--- src/rtl/reaction_timer_multi.sv ---
// Multi-round reaction timer: LFSR-randomised wait, stimulus, ms latency, best/average per session.
// All outputs registered, results one cycle after stop/timeout; no backpressure, unaccepted pulses are dropped.
module reaction_timer_multi #(
  parameter int CLKS_PER_MS  = 100_000,
  parameter int ROUNDS       = 4,
  parameter int MIN_DELAY_MS = 2000,
  parameter int DELAY_SPAN_W = 11,
  parameter int TIMEOUT_MS   = 1000,
  parameter int RES_W        = 14
) (
  input  logic                      clk,
  input  logic                      rst,
  input  logic                      start,
  input  logic                      stop,
  input  logic                      clear,
  output logic                      stimulus,
  output logic [RES_W-1:0]          result_ms,
  output logic                      result_valid,
  output logic [RES_W-1:0]          best_ms,
  output logic [RES_W-1:0]          avg_ms,
  output logic [$clog2(ROUNDS):0]   rounds_done,
  output logic                      cheat,
  output logic                      timeout,
  output logic                      done
);

  localparam int LOG2R   = $clog2(ROUNDS);
  localparam int RD_W    = LOG2R + 1;
  localparam int SUM_W   = RES_W + LOG2R;
  localparam int DLY_MAX = MIN_DELAY_MS + (1 << DELAY_SPAN_W) - 1;
  localparam int CNT_MAX = (DLY_MAX > TIMEOUT_MS) ? DLY_MAX : TIMEOUT_MS;
  localparam int CNT_W   = $clog2(CNT_MAX + 1);
  localparam int PS_W    = (CLKS_PER_MS > 1) ? $clog2(CLKS_PER_MS) : 1;

  if (ROUNDS < 2 || (ROUNDS & (ROUNDS - 1)) != 0) begin : g_bad_rounds
    $error("ROUNDS must be a power of 2 and at least 2");
  end
  if (TIMEOUT_MS > (1 << RES_W) - 1) begin : g_bad_res_w
    $error("RES_W too narrow for TIMEOUT_MS");
  end

  typedef enum logic [2:0] {S_IDLE, S_WAIT, S_GO, S_RESULT, S_CHEAT, S_DONE} state_t;

  state_t             state;
  logic [15:0]        lfsr;
  logic [PS_W-1:0]    prescaler;
  logic [CNT_W-1:0]   ms_cnt;
  logic [CNT_W-1:0]   delay_ms;
  logic [SUM_W-1:0]   sum;

  logic               lfsr_fb;
  logic               tick;
  logic               go_stop;
  logic               go_tmo;
  logic               count_round;
  logic [RES_W-1:0]   round_res;
  logic [SUM_W-1:0]   sum_next;
  logic [RD_W-1:0]    rounds_next;

  assign lfsr_fb     = lfsr[15] ^ lfsr[13] ^ lfsr[12] ^ lfsr[10];
  assign tick        = (prescaler == PS_W'(CLKS_PER_MS - 1));
  assign go_stop     = (state == S_GO) && stop;
  // A stop landing on the final tick still counts as a real reaction.
  assign go_tmo      = (state == S_GO) && !stop && tick && (ms_cnt == CNT_W'(TIMEOUT_MS - 1));
  assign count_round = go_stop || go_tmo;
  assign round_res   = go_stop ? RES_W'(ms_cnt) : RES_W'(TIMEOUT_MS);
  assign sum_next    = sum + SUM_W'(round_res);
  assign rounds_next = rounds_done + RD_W'(1);

  always_ff @(posedge clk or posedge rst) begin
    if (rst) begin
      lfsr         <= 16'hACE1;
      state        <= S_IDLE;
      prescaler    <= '0;
      ms_cnt       <= '0;
      delay_ms     <= '0;
      sum          <= '0;
      stimulus     <= 1'b0;
      result_ms    <= '0;
      result_valid <= 1'b0;
      best_ms      <= '1;
      avg_ms       <= '0;
      rounds_done  <= '0;
      cheat        <= 1'b0;
      timeout      <= 1'b0;
      done         <= 1'b0;
    end else begin
      lfsr         <= {lfsr[14:0], lfsr_fb};
      result_valid <= 1'b0;
      prescaler    <= tick ? '0 : prescaler + PS_W'(1);
      if (clear) begin
        state       <= S_IDLE;
        prescaler   <= '0;
        ms_cnt      <= '0;
        delay_ms    <= '0;
        sum         <= '0;
        stimulus    <= 1'b0;
        result_ms   <= '0;
        best_ms     <= '1;
        avg_ms      <= '0;
        rounds_done <= '0;
        cheat       <= 1'b0;
        timeout     <= 1'b0;
        done        <= 1'b0;
      end else begin
        case (state)
          S_IDLE, S_RESULT, S_CHEAT, S_DONE: begin
            if (start) begin
              state     <= S_WAIT;
              prescaler <= '0;
              ms_cnt    <= '0;
              delay_ms  <= CNT_W'(MIN_DELAY_MS) + CNT_W'(lfsr[DELAY_SPAN_W-1:0]);
              cheat     <= 1'b0;
              timeout   <= 1'b0;
              done      <= 1'b0;
              if (state == S_DONE) begin
                sum         <= '0;
                best_ms     <= '1;
                rounds_done <= '0;
                result_ms   <= '0;
                avg_ms      <= '0;
              end
            end
          end
          S_WAIT: begin
            if (stop) begin
              state <= S_CHEAT;
              cheat <= 1'b1;
            end else if (tick) begin
              if (ms_cnt == delay_ms - CNT_W'(1)) begin
                state     <= S_GO;
                stimulus  <= 1'b1;
                prescaler <= '0;
                ms_cnt    <= '0;
              end else begin
                ms_cnt <= ms_cnt + CNT_W'(1);
              end
            end
          end
          S_GO: begin
            if (count_round) begin
              stimulus     <= 1'b0;
              result_ms    <= round_res;
              result_valid <= 1'b1;
              timeout      <= go_tmo;
              sum          <= sum_next;
              rounds_done  <= rounds_next;
              if (round_res < best_ms) best_ms <= round_res;
              if (rounds_next == RD_W'(ROUNDS)) begin
                state  <= S_DONE;
                done   <= 1'b1;
                avg_ms <= RES_W'(sum_next >> LOG2R);
              end else begin
                state <= S_RESULT;
              end
            end else if (tick) begin
              ms_cnt <= ms_cnt + CNT_W'(1);
            end
          end
          default: state <= S_IDLE;
        endcase
      end
    end
  end

endmodule

--- config.mk ---
export PLATFORM = sky130hd
export DESIGN_NAME = reaction_timer_multi
export DESIGN_NICKNAME = d
export VERILOG_FILES = /design/src/rtl/reaction_timer_multi.sv
export SDC_FILE = /design/constraint.sdc
export NUM_CORES = 1
export LEC_CHECK = 0
export BUFFER_PORTS_ARGS = -buffer_cell sky130_fd_sc_hd__buf_4
export CAP_MARGIN = 20
export CORE_AREA = 2 2 95 116
export CTS_BUF_LIST = sky130_fd_sc_hd__clkbuf_8
export CTS_CLUSTER_SIZE = 10
export DETAILED_ROUTE_END_ITERATION = 12
export DIE_AREA = 0 0 97 118
export PLACE_DENSITY = 0.93
export SETUP_SLACK_MARGIN = 0.02
export SLEW_MARGIN = 20
export SYNTH_ARGS = -nofsm -noshare
export SYNTH_HDL_FRONTEND = slang
export SYNTH_SLANG_ARGS = --single-unit
--- constraint.sdc ---
create_clock -name clk -period 9.21 [get_ports clk]
set_input_delay 0.921 -clock clk [delete_from_list [all_inputs] [get_ports clk]]
set_output_delay 0.921 -clock clk [all_outputs]
set_load 0.1 [all_outputs]
* Yosys cells after proc, flatten, opt, wreduce, memory -nomap -nowiden
Index checks and enable logic that the tools add are counted.
Cells by class: add/subtract/negate cells 6, order comparisons 1, equal/unequal tests 22, mux-type cells 72, bitwise logic cells 3, reduce and logical (&&, ||, !) cells 24
Operators with widths (number):
- 14-bit 2-to-1 mux | 12
- 12-bit 2-to-1 mux | 11
- 17-bit 2-to-1 mux | 6
- 14-bit one-hot mux with 2 select lines | 3
- 16-bit 2-to-1 mux | 4
- 12-bit one-hot mux with 3 select lines | 1
- 17-bit one-hot mux with 2 select lines | 1
- 3-bit 2-to-1 mux | 11
- 16-bit one-hot mux with 2 select lines | 1
- 3-bit inequality test (second input constant) | 9
- 17-bit by 1-bit adder with 17-bit output (second input constant) | 1
- 17-bit equality test (second input constant) | 1
- 16-bit by 12-bit adder with 16-bit output | 1
- 1-bit 2-to-1 mux | 16
- 5-bit AND reduction | 3
- 12-bit by 14-bit < comparator with 1-bit output | 1
- 11-bit by 11-bit adder with 12-bit output (first input constant) | 1
- 12-bit by 1-bit adder with 12-bit output (second input constant) | 1
- 12-bit by 10-bit equality test with 1-bit output (second input constant) | 1
- 12-bit equality test | 1
- 4-bit AND reduction | 3
- 12-bit by 1-bit subtractor with 12-bit output (second input constant) | 1
- 3-bit equality test (second input constant) | 3
- 3-bit one-hot mux with 3 select lines | 1
- 19 further kinds | 34
Word-level totals: register bits after elaboration 126, input port bits 5, output and inout port bits 50, logic and storage cells 143

* Longest topological paths before layout
Gate-level depths: netlist of the first run.
depth after elaboration 8, mapped depth 13, mapped depth without buffers 11

* Least setup slack after synthesis of the first run
Ideal clock, no wire load.
path kind input to register, start point input port stop, end point register avg_ms[12], library setup time 122 ps, arrival time 3378 ps, data required time 9088 ps, path slack 5710 ps, stages on the path 12, path buffers 1, cell sequence nor4bb_1 clkbuf_1 and2_1 ha_1 fa_1 a211o_1 a21boi_0 o31ai_1 o21a_1 and3_1 xor2_1 a22o_1
Between the ends: longest elaborated chain between the ends 7, elaborated cells between the ends (all ways) 14, those cells by class 1 x add/sub; 1 x eq/ne; 5 x mux; 7 x reduce/logical
Ends and longest elaborated chain:
- start: declaration | line 14 | input logic stop,
- 1-bit logical AND / 1-bit logical NOT (equally long branches) | line 62, 64
- 12-bit 2-to-1 mux / 1-bit logical AND (equally long branches) | line 66, 64
- 16-bit by 12-bit adder with 16-bit output / 1-bit logical AND (equally long branches) | line 67, 64
- 14-bit 2-to-1 mux / 1-bit logical AND (equally long branches) | line 149, 64
- 14-bit 2-to-1 mux / 1-bit logical OR (equally long branches) | line 141, 65
- 14-bit one-hot mux with 2 select lines / 3-bit inequality test (equally long branches)
- 14-bit 2-to-1 mux / 5-bit AND reduction (equally long branches)
- end signal: assignment | line 152 | avg_ms <= RES_W'(sum_next >> LOG2R);
- end: declaration | line 20 | output logic [RES_W-1:0] avg_ms,
Parallel ways exist; a longest one is shown, timed or not. The select of a mux whose other input is x is not followed. A chain may end at the register's enable or synchronous reset.

* Worst setup path after layout of the first run
start point register state[1], end point register sum[14]
Between the ends: longest elaborated chain between the ends 7, elaborated cells between the ends (all ways) 21, those cells by class 1 x add/sub; 7 x eq/ne; 4 x mux; 9 x reduce/logical
Ends and longest elaborated chain:
- start: declaration | line 44 | state_t state;
- start signal: assignment | line 73 | state <= S_IDLE;
- start signal: assignment | line 92 | state <= S_IDLE;
- start signal: assignment | line 109 | state <= S_WAIT;
- 3-bit by 2-bit equality test with 1-bit output | line 62, 64, 106
- 1-bit logical AND, on equally long branches | line 62, 64
- 12-bit 2-to-1 mux / 1-bit logical AND (equally long branches) | line 66, 64
- 16-bit by 12-bit adder with 16-bit output / 1-bit logical AND (equally long branches) | line 67, 64
- 16-bit 2-to-1 mux / 1-bit logical OR (equally long branches) | line 141, 65
- 16-bit one-hot mux with 2 select lines / 3-bit inequality test (equally long branches)
- 16-bit 2-to-1 mux / 4-bit AND reduction (equally long branches)
- end signal: assignment | line 146 | sum <= sum_next;
- end: declaration | line 49 | logic [SUM_W-1:0] sum;
Parallel ways exist; a longest one is shown, timed or not. The select of a mux whose other input is x is not followed.

==> results of run 1 <==
## layer usage
metal,global-route usage (%),wire length [um],vias up
met1,35.7,6580,2737
met4,12.1,429,0
li1,-,-,2587
met2,50.3,8490,199
met3,5.88,822,36
met5,0,0,-
## Yosys cell counts, drive strengths merged (12+ instances only)
| library cell | n |
|---|---|
| a22o | 27 |
| o21ai | 38 |
| a21oi | 17 |
| dfrtp | 102 |
| nand3 | 33 |
| nor3 | 17 |
| o31ai | 12 |
| dfstp | 21 |
| nand2 | 81 |
| buf | 14 |
| xnor2 | 26 |
| xor2 | 21 |
| clkbuf | 22 |
| nand2b | 13 |
| inv | 31 |
| nor2 | 61 |
| ha | 29 |
## cells by family after synthesis
kind of cell | count (synthesis) | share of synthesized area (%)
adders and majority gates | 30 | 5.66
buffers and inverters | 67 | 4.22
and+or+nand+nor | 269 | 19.9
xor gates and xnor gates | 47 | 6.09
other | 1 | 0.0554
AOI/OAI and AO/OA | 156 | 16.7
DFF | 123 | 45.9
muxes | 10 | 1.52
## final timing paths
path | endpoint | slack [ns] | cells after the start
worst max-delay path | sum[14] | 5.39 | 11
worst min-delay path | lfsr[15] | 0.36 | 0
worst max register to register | sum[14] | 5.39 | 11
worst min register to register | lfsr[15] | 0.36 | 0
max in group asynchronous | lfsr[8] | 7.62 | 3
min in group asynchronous | avg_ms[8] | 0.48 | 2
## power breakdown
part	switching, W	total (W)	internal [W]
Clock	0.000216	0.000487	0.000271
Sequential	0.0000225	0.000575	0.000553
Combinational	0.000125	0.000178	0.0000536
## layout make-up
type | count | area [um2]
inverter | 31 | 119
multi-input combinational | 514 | 3380
tap | 129 | 161
clock inverter | 14 | 156
clock buffer | 18 | 248
sequential | 123 | 3100
fill | 672 | 2720
timing repair buffer | 56 | 424
## through the flow
step	instance area, um2	power [W]
after global routing	7590	0.00129
after floorplan	6770	0.000723
after CTS	7590	0.00124
after global placement	7180	0.000748
after detailed placement	7180	0.000757
final	7590	0.00124
## state kept, by name, summed over array words and instances, names as in the netlist
name	cells
timeout	1
avg_ms	14
ms_cnt	12
result_ms	12
rounds_done	3
prescaler	17
stimulus	1
lfsr	16
done	1
state	3
sum	16
best_ms	13
delay_ms	12
result_valid	1
cheat	1
==> results_dict.tcl, run 1 <==
set metrics [dict create \
    n_antenna_cell 0 \
    vias 5559 \
    ir_drop_mv 0.128 \
    max_stage_delay_ns 0.55 \
    finalHoldViolations 0 \
    cts-root-buf "clkbuf_8" \
    routabilityCongestion 0.938 \
    crit_type "register to register" \
    rsz0062_at_grt "false" \
    cp_cell_sequence "nor3b_1 -> nand2_1 -> nor2_1 -> fa_1 -> a211o_1 -> a21boi_0 -> o31ai_1 -> o21a_1 -> and3_1 -> o21bai_1 -> a22o_1" \
    startpoint "state[1]" \
    status "complete, no violations" \
    netlist_area_um2 6760 \
    yosysTopAreaCell "dfrtp_1" \
    clockBufferDepth 2 \
    io_pins 55 \
    avgSynthCellArea_um2 9.62 \
    ys_seq_area_share_pct 45.9 \
    cts_inserted_buffers 17 \
    cts_tree "built" \
    final_common_cell "dfrtp_1" \
    max_freq_mhz 262 \
    cp-end-kind "register" \
    relSlewSlack_pct 48.6 \
    antenna_left 0 \
    post_cts_buffers 0 \
    wl_per_cell_um 18.4 \
    drc_errors 0 \
    core_area_um2 10300 \
    post-route-period-util_pct 41.5 \
    min_path_type "register to register" \
    worst_clock_skew_ns 0.0123 \
    min-delay-start "lfsr[14]" \
    worst_ep_arrival_time_ns 4.15 \
    async_reset_ff_share_pct 100 \
    grt_pass1_wl_mm 27.1 \
    holdBufCountCts 0 \
    dp.cells 853 \
    r2r_start "state[1]" \
    vias_per_cell 6.28 \
    final_cells 885 \
    synth_flop_cell "dfrtp_1" \
    synthTopCellsByArea "dfrtp_1 (38%), dfstp_2 (8.2%), ha_1 (5.4%)" \
    drtPass1Iterations 5 \
    synth_edf_count 0 \
    htreeDepth 4 \
    hold_slack_ns 0.361 \
    critPathMaxFanout 13 \
    setup_violations 0 \
    rows 41 \
    drv_slew 0 \
    timing.final.ws_setup_ns 5.39 \
    die_h_um 118 \
    timing.setup.tns_ns 0 \
    start_util_pct 65.6 \
    drt-total-wl_mm 16.3 \
    drv_cap 0 \
    cts_resized 0 \
    crit_path_top_delay_cell "dfrtp_1" \
    crit_required_ns 9.54 \
    cts.sinks 123 \
    clk_pin_slew_ns 0.08 \
    worst_pin_slew_ns 0.771 \
    yosysWarnings 0 \
    critPathLaunchType "register" \
    synth_cells 703 \
    track_usage_pct 29.2 \
    grt-ovfl-total 0 \
    powerDensity_nw_per_um2 163 \
    yosysUniqueCellTypes 73 \
    antenna_found_initial 0 \
    die_x_um 97 \
    die_area_um2 11400 \
    clk_latency_ns 0.44 \
    layout.nets 778 \
    first_global_vias 5496 \
    numPortBuffers 52 \
    hpwl_mm 11.4 \
    utilization_pct 73.7 \
    cpLargestDelayFamily "simple AND/OR/NAND/NOR gates" \
    grt_max_degree 91 \
    mostFrequentLayoutCells "dfrtp_1 (102), nand2_1 (81), nor2_1 (60), buf_4 (55), o21ai_0 (36)" \
    crit_buf_inv 0 \
    final_layout_size_suffix_gt1_share_pct 16.5 \
    yosys.area.top_type_share_pct 37.7 \
    area_delta_synth_final_pct 12.3 \
    ys_ff_latch 123 \
    dp_slack_ns 4.94 \
    power.leakage_nw 3.59 \
    drt_iter0_markers 543 \
    period_needed_ns 3.82 \
]
No activity file was read; power rests on OpenSTA's default activity.
==> inputs of run 2 (changes only) <==
--- a/config.mk
+++ b/config.mk
@@ -7,12 +7,12 @@
 export LEC_CHECK = 0
 export BUFFER_PORTS_ARGS = -buffer_cell sky130_fd_sc_hd__buf_4
 export CAP_MARGIN = 20
-export CORE_AREA = 2 2 95 116
+export CORE_AREA = 2 2 99 120
 export CTS_BUF_LIST = sky130_fd_sc_hd__clkbuf_8
 export CTS_CLUSTER_SIZE = 10
 export DETAILED_ROUTE_END_ITERATION = 12
-export DIE_AREA = 0 0 97 118
-export PLACE_DENSITY = 0.93
+export DIE_AREA = 0 0 101 122
+export PLACE_DENSITY = 0.88
 export SETUP_SLACK_MARGIN = 0.02
 export SLEW_MARGIN = 20
 export SYNTH_ARGS = -nofsm -noshare
==> constraint.sdc (replaced) <==
create_clock -name clk -period 3.75 [get_ports clk]
set_input_delay 0.375 -clock clk [delete_from_list [all_inputs] [get_ports clk]]
set_output_delay 0.375 -clock clk [all_outputs]
set_load 0.1 [all_outputs]
==> run 2 against run 1 <==
  * First-iteration DRC count fell by 1.1%
  * Setup slack worse by 5.1 ns
  * Combinational power increased to 2.5 times the previous value
  * Critical path type unchanged
  * Register-to-register slack lost 5.1 ns
  * Sequential power is 150% higher
==> results_dict.tcl, run 2 (synthesis results as in run 1) <==
set metrics [dict create \
    status "complete, no violations" \
    die_x_um 101 \
    crit_required_ns 4.12 \
    cts_tree "built" \
    routabilityCongestion 0.933 \
    p_sw_share_pct 30.1 \
    r2r_slack_ns 0.25 \
    grt-ovfl-total 0 \
    utilization_pct 67.2 \
    pwr-share-clk_pct 35.4 \
    hpwl_mm 11.5 \
    first_global_vias 5484 \
    ff2ff_path_depth 11 \
    critPathLaunchType "register" \
    grt_pass1_wl_mm 26.4 \
    crit_type "register to register" \
    clockBufferDepth 2 \
    largest_reg_flops 17 \
    fin_area_um2 7590 \
    wl_per_cell_um 18.1 \
    min_path_type "input port to asynchronous set/reset pin" \
    pwr-share-comb_pct 15.5 \
    setup_violations 0 \
    start_util_pct 59.9 \
    final_layout_size_suffix_gt1_share_pct 16.8 \
    n_antenna_cell 0 \
    htreeDepth 4 \
    drt_iter0_markers 537 \
    die_area_um2 12300 \
    drtPass1Iterations 6 \
    finalHoldViolations 0 \
    place_area_um2 7230 \
    drt-total-wl_mm 16.2 \
    fin_total_pwr_w 0.00288 \
    seqPwrFrac_pct 49.0 \
    drc_errors 0 \
    vias 5574 \
    numPortBuffers 52 \
    cts-root-buf "clkbuf_8" \
    worst_clock_skew_ns 0.0102 \
    vias_per_cell 6.22 \
    max_freq_mhz 286 \
    antenna_found_initial 0 \
    relSlewSlack_pct 46.6 \
    ir_drop_mv 0.346 \
    area_delta_synth_final_pct 12.2 \
    p_switching_w 0.000868 \
    worst_pin_slew_ns 0.801 \
    drv_slew 0 \
    track_usage_pct 27.4 \
    top_register "prescaler" \
    timing.setup.tns_ns 0 \
    power.leakage_nw 3.61 \
    hold_slack_ns 0.0824 \
    rsz0062_at_grt "false" \
    critPathMaxFanout 12 \
    final_common_cell "dfrtp_1" \
    cp-end-kind "register" \
    layout.nets 783 \
    die_h_um 122 \
    io_pins 55 \
    clk_latency_ns 0.45 \
    drv_cap 0 \
    post_cts_buffers 0 \
    cts.sinks 123 \
    powerDensity_nw_per_um2 380 \
    p_int_w 0.00201 \
    clk_pin_slew_ns 0.07 \
    period_needed_ns 3.50 \
    antenna_left 0 \
    cts_inserted_buffers 17 \
    core_area_um2 11300 \
    largest_registers "prescaler x17, lfsr x16, sum x16" \
    worst_ep_arrival_time_ns 3.87 \
    mostFrequentLayoutCells "dfrtp_1 (102), nand2_1 (81), buf_4 (61), nor2_1 (60), o21ai_0 (36)" \
    rows 43 \
    grt_max_degree 92 \
    post-route-period-util_pct 93.3 \
]
==> run 2: changes by cell type in the layout (fill, tap and decap cells not counted), moves of 2 or more <==
cell	previous run	this run
bufinv_16	3	1
buf_4	55	61
clkinv_2	4	7
clkinvlp_4	4	1
inv_1	32	35
==> run 2: worst max-delay path, cell delays in order, from the launching register on <==
cell and delay, ns:
dfrtp_1 0.50, nor4bb_4 0.39, buf_4 0.22, and2_1 0.18, ha_1 0.26, a2111oi_0 0.58
o21ai_0 0.17, a31oi_1 0.19, o22ai_1 0.21, a21oi_1 0.22, buf_4 0.24, mux2i_1 0.25
==> run 2: power groups by stage <==
stage,clock network [W],registers [W],logic [W]
4_1_cts,0.00104,0.00141,0.000440
5_1_grt,0.00109,0.00142,0.000486
3_5_place_dp,0,0.00143,0.000437
3_3_place_gp,0,0.00143,0.000417
2_1_floorplan,0,0.00144,0.000336
6_report,0.00102,0.00141,0.000448
==> run 2: area by class of cell <==
cell class	instances	area [um2]
clock buffers	18	248
clock inverters	14	91.3
fillers	836	3710
inverters	31	121
multi-input cells	514	3400
flip-flops and latches	123	3100
well taps	135	169
repair buffers	61	458
==> run 2: metrics by stage <==
step           setup slack [ns]  cells
6_report                  0.251    896
5_1_grt                  0.0915    896
4_1_cts                   0.208    896
3_5_place_dp              0.209    864
3_3_place_gp              0.460    864
2_1_floorplan             0.139    704
==> run 2: repair_timing <==
action | in CTS | in global routing
resized for setup | 0 | 3
setup endpoints to repair | 0 | 17
endpoints found under the hold margin | 0 | 0
hold buffers | 0 | 0
==> run 2: metal layers <==
layer	share of wire [%]	track usage, %
met1	40	33.6
met4	3.8	12.5
met3	5.4	5.91
met5	0	0
met2	51	46.3
==> run 2: worst paths after layout <==
check                                 to  startpoint
max                           best_ms[7]    state[0]
min                        prescaler[10]         rst
max reg2reg                   best_ms[7]    state[0]
min reg2reg                     lfsr[15]    lfsr[14]
max in group asynchronous     best_ms[8]         rst
min in group clk                   cheat       start
